`src/rtl/serial_adder.sv`:
```
// serial_adder: multi-cycle WIDTH-bit adder that resolves BITS_PER_CYCLE
// result bits per clock, LSB first, through a single carry register.
// Handshakes: operands over in_valid/in_ready, result over out_valid/out_ready.
// Optional feature macro: SERIAL_ADDER_SUB_EN adds the sub port (a - b mode).
module serial_adder #(
    parameter int WIDTH          = 8,
    parameter int BITS_PER_CYCLE = 1
) (
    input  logic             clk,
    input  logic             rst_n,
    input  logic             in_valid,
    output logic             in_ready,
    input  logic [WIDTH-1:0] a,
    input  logic [WIDTH-1:0] b,
    input  logic             cin,
`ifdef SERIAL_ADDER_SUB_EN
    input  logic             sub,
`endif
    output logic             out_valid,
    input  logic             out_ready,
    output logic [WIDTH-1:0] sum,
    output logic             cout,
    output logic             overflow
);

    localparam int BPC   = BITS_PER_CYCLE;
    localparam int STEPS = WIDTH / BPC;
    localparam int CNT_W = (STEPS > 1) ? $clog2(STEPS) : 1;
    localparam logic [CNT_W-1:0] LAST_STEP = CNT_W'(STEPS - 1);

    localparam logic [1:0] ST_IDLE = 2'd0;
    localparam logic [1:0] ST_RUN  = 2'd1;
    localparam logic [1:0] ST_DONE = 2'd2;

    // Ripple-add one BPC-bit slice.
    // Result packing: {carry into slice MSB, carry out of slice, slice sum}.
    // The carry into the slice MSB is only meaningful on the last step, where
    // the slice MSB is operand bit WIDTH-1 and feeds the signed overflow flag.
    function automatic logic [BPC+1:0] add_slice(
        input logic [BPC-1:0] x,
        input logic [BPC-1:0] y,
        input logic           c
    );
        logic [BPC-1:0] s;
        logic           cc;
        logic           c_msb;
        s     = '0;
        cc    = c;
        c_msb = c;
        for (int i = 0; i < BPC; i++) begin
            if (i == BPC - 1) begin
                c_msb = cc;
            end
            s[i] = x[i] ^ y[i] ^ cc;
            cc   = (x[i] & y[i]) | (cc & (x[i] ^ y[i]));
        end
        return {c_msb, cc, s};
    endfunction

    logic [1:0]       state;
    logic [CNT_W-1:0] cnt;
    logic             carry;
    logic [WIDTH-1:0] opa;
    logic [WIDTH-1:0] opb;
    logic [WIDTH-1:0] shadow;

    logic             accept;
    logic             last_step;
    logic [WIDTH-1:0] b_eff;
    logic             c_eff;
    logic [BPC-1:0]   slice_sum;
    logic             slice_cout;
    logic             slice_cmsb;
    logic [WIDTH-1:0] shadow_nxt;

    // Handshake flags decode from registered state only.
    assign in_ready  = (state == ST_IDLE);
    assign out_valid = (state == ST_DONE);
    assign accept    = in_valid && in_ready;
    assign last_step = (cnt == LAST_STEP);

    // Operand B and carry-in as seen by the adder; subtraction is a + ~b + 1.
    always_comb begin
`ifdef SERIAL_ADDER_SUB_EN
        b_eff = sub ? ~b : b;
        c_eff = sub ? 1'b1 : cin;
`else
        b_eff = b;
        c_eff = cin;
`endif
    end

    // One step of the serial datapath: add the low slice, shift result in at the top.
    always_comb begin
        {slice_cmsb, slice_cout, slice_sum} = add_slice(opa[BPC-1:0], opb[BPC-1:0], carry);
        shadow_nxt = (shadow >> BPC) | (WIDTH'(slice_sum) << (WIDTH - BPC));
    end

    // Control state, carry, step counter and the registered result outputs.
    always_ff @(posedge clk or negedge rst_n) begin
        if (!rst_n) begin
            state    <= ST_IDLE;
            cnt      <= '0;
            carry    <= 1'b0;
            sum      <= '0;
            cout     <= 1'b0;
            overflow <= 1'b0;
        end else begin
            case (state)
                ST_IDLE: begin
                    if (accept) begin
                        cnt   <= '0;
                        carry <= c_eff;
                        state <= ST_RUN;
                    end
                end
                ST_RUN: begin
                    carry <= slice_cout;
                    cnt   <= cnt + CNT_W'(1);
                    if (last_step) begin
                        sum      <= shadow_nxt;
                        cout     <= slice_cout;
                        overflow <= slice_cmsb ^ slice_cout;
                        state    <= ST_DONE;
                    end
                end
                ST_DONE: begin
                    if (out_ready) begin
                        state <= ST_IDLE;
                    end
                end
                default: begin
                    state <= ST_IDLE;
                end
            endcase
        end
    end

    // Operand shift registers and result shadow; contents are don't-care until accept.
    always_ff @(posedge clk) begin
        if (accept) begin
            opa    <= a;
            opb    <= b_eff;
            shadow <= '0;
        end else if (state == ST_RUN) begin
            opa    <= opa >> BPC;
            opb    <= opb >> BPC;
            shadow <= shadow_nxt;
        end
    end

endmodule
```
`config.mk`:
```
export PLATFORM = sky130hd
export DESIGN_NAME = serial_adder
export DESIGN_NICKNAME = d
export VERILOG_FILES = /design/src/rtl/serial_adder.sv
export SDC_FILE = /design/constraint.sdc
export NUM_CORES = 1
export LEC_CHECK = 0
export ABC_AREA = 1
export CORE_AREA = 3 3 62 64
export DETAILED_ROUTE_END_ITERATION = 10
export DIE_AREA = 0 0 65 67
export GPL_ROUTABILITY_DRIVEN = 1
export GPL_TIMING_DRIVEN = 0
export PLACE_DENSITY = 0.85
export SYNTH_ARGS = -nofsm -noshare
export SYNTH_HDL_FRONTEND = slang
export SYNTH_SLANG_ARGS = --single-unit
```
`constraint.sdc`:
```
create_clock -name clk -period 1.9 [get_ports clk]
set_clock_uncertainty 0.15 [all_clocks]
set_input_delay 0.285 -clock clk [delete_from_list [all_inputs] [get_ports clk]]
set_output_delay 0.285 -clock clk [all_outputs]
set_load 0.01 [all_outputs]
```
==> results.md <==
* Pwr per Cell Area at 1560 nW/um2
* Ys flop type: edfxtp_1
* Clock Tree Root: clkbuf_4
* Pleak at 1.02 nW
* Via-per-instance ratio at 4.72
* Worst path depth at 3
* Multi-input combinational cell area at 568 um2
* Post-Syn Instances at 176
* Layout cell share with drive strength beyond 1 at 0.119
* Worst hold path startpoint: in_valid
* Total congestion overflow at 0
* Post-route DRC at 0
* Critical path's largest stage delay at 0.44 ns
* Max cap viols at 0
* Cts bufs inserted at 5
* Sequential area share after synthesis at 0.614
* Mean Syn Cell Area at 9.46 um2
* Max-slew headroom at 0.522
* Outcome: finished clean
* Worst vdd ir at 0.000733 V
* Crit-path slowest cell: dfrtp_1
* CTS max path bufs at 2
* Fin. Hold Viols at 0
* Total iterations of the first detailed-routing run at 4
* #FFs+latches synth at 39
* Pins over their slew limit at 0
* Async SR Flop Fraction at 0.410
* Reg-to-reg startpoint: state[0]
* I/O Buffers at 31
* Syn_nets at 200
* Setup ws final at 0.114 ns
* Critical Path AT at 1.35 ns
* Min-delay worst type: in -> reg
* F_max at 0.560 GHz
* Initial DRC count at 83
* Crit path capture: in_ready
* CP Class: reg -> out
* Core region area at 3340 um2
* Cell family with most CP delay: flip-flops
* CP required at 1.46 ns
* Fin Hold WS at 0.155 ns
* R2r endpoint: opa[4]
* I/O Pins at 33
* Filler cells at 277
* Routed vias at 1247
* # diodes at 0
* CTS tree: built
* Synth cell types at 20
* Clk sink count at 39
* Cts-stage hold buffer count at 0
* Synth cell count leaders: nand2_1, nor2_1, dfrtp_1, edfxtp_1, nand3_1
* Final setup viols at 0
* Post-synth EDFFs at 16
* CP bufs+invs at 2
* Critical-path maximum fanout at 10
* Fin crit share at 0.940
* Unrepaired setup endpoints after global routing: false
* Synth top area share at 0.289
* Post-layout minimum cycle time at 1.79 ns
* First-pass GRT wire length at 5.27 mm
* Detail Route Antenna Nets at 0
* Top post-synthesis cells by area: edfxtp_1, dfrtp_1, nand2_1, dfxtp_1, nand3_1
* Row cnt at 21
* FF+latch area at 1020 um2
* Layout Utilization at 0.640
* Slew @ Worst Pin at 0.714 ns
* Avg WL per Cell at 12.0 um
* Die ar. at 4360 um2
* FF-to-FF path depth at 3
* Post-Syn Area at 1660 um2
* Crit path cell chain: nor2_4, buf_4, clkdlybuf4s15_1
* # H-tree levels at 2
* Startpoint Class: flop
* Initial Utilization at 0.499
* Place WS at -0.0318 ns
* Total wire length at 3.17 mm
* Dominant cell type by area after synthesis: edfxtp_1
* Hpwl dp at 2.19 mm
* Top-count cell post-synth: nand2_1
* Die height at 67 um
* Initial antenna violation count at 0
* CP startpoint: state[1]
* Largest net degree at the start of global routing at 17
* Clock latency on the worst-skew pair at 0.34 ns
* Area growth syn-to-layout at 28.3%
* Die X-Extent at 65 um
* Synth warn at 0
* Critical Path End Type: primary output
* Placer's final routability congestion estimate at 0.786
* GRT Total Usage at 0.160
* R2r setup slk at 0.27 ns
* Clock slew at reported path FFs at 0.12 ns
* Number of global-route vias before repair at 1170
* Final net count at 241
==> flip-flops by register name, summed over array words and instances (netlist names) <==
| name | flops |
|---|---|
| opa | 8 |
| opb | 8 |
| sum | 8 |
| shadow | 7 |
| cnt | 3 |
| state | 2 |
| carry | 1 |
| cout | 1 |
| overflow | 1 |
==> worst register-to-register path, cell delays in order (launching register included) <==
cell and delay (ns):
dfrtp_2 0.44, buf_4 0.16, o21ai_1 0.34, inv_2 0.25
==> routing by layer <==
layer / share of wire / up-vias / routed length (um) / global-route usage
li1: - / 648 / - / -
met1: 0.45 / 570 / 1440 / 0.205
met2: 0.50 / 27 / 1590 / 0.268
met3: 0.036 / 2 / 113 / 0.0405
met4: 0.0060 / 0 / 19 / 0.0475
met5: 0 / - / 0 / 0
==> layout make-up <==
type | count | share of cell area
multi-input combinational | 123 | 0.266
timing repair buffer | 34 | 0.155
sequential | 39 | 0.479
inverter | 7 | 0.0123
buffer | 7 | 0.0228
clock inverter | 1 | 0.00234
clock buffer | 7 | 0.0357
tap | 46 | 0.0269
==> stage by stage <==
stage,total power (W),cell area (um2),TNS (ns),std cells
after detailed placement,0.00279,2030,-0.263,253
after floorplan,0.00232,1660,0,176
after CTS,0.00334,2130,0,264
final,0.00332,2140,0,264
after global placement,0.00273,2030,-0.255,253
after global routing,0.00360,2140,0,264
==> worst min-delay path by stage <==
stage / cells past startpoint / end / slack [ns]
floorplan: 0 / carry / -0.16
global placement: 2 / sum[0] / 0.28
detailed placement: 2 / sum[0] / 0.29
CTS: 3 / carry / 0.15
global route: 3 / carry / 0.15
finish: 3 / carry / 0.16
==> report_power, final <==
| part | internal (W) | switching (W) |
|---|---|---|
| registers | 0.00135 | 0.000196 |
| logic | 0.000557 | 0.000693 |
| clock network | 0.000258 | 0.000269 |
| total | 0.00217 | 0.00116 |
==> cell usage in the layout, fill, tap and decap left out, types with 2 or more instances in the layout <==
master,Yosys,layout
nand2_1,69,69
edfxtp_1,16,16
dfxtp_1,7,7
clkbuf_4,0,5
dfrtp_1,16,15
inv_1,6,5
nand3_1,16,16
buf_4,3,6
clkdlybuf4s50_1,0,29
inv_2,1,2
ha_1,2,2
o21ai_0,10,9
buf_2,3,3
nor2_1,19,19
==> kinds of logic (layout without fill, tap and decap cells) <==
| family | count (synthesis) | after routing | share of synthesized area |
|---|---|---|---|
| compound gates | 11 | 11 | 0.0346 |
| flops | 39 | 39 | 0.614 |
| buf+inv | 14 | 56 | 0.0451 |
| simple gates | 109 | 109 | 0.280 |
| fa+ha+maj | 3 | 3 | 0.0271 |
==> what timing repair did <==
| item | 4_1_cts | 5_1_grt |
|---|---|---|
| buffers inserted | 3 | 0 |
| resized for setup | 4 | 2 |
| pin swaps | 1 | 0 |
| setup endpoints to repair | 18 | 17 |
Note: power is estimated with default switching activity, not from simulation.
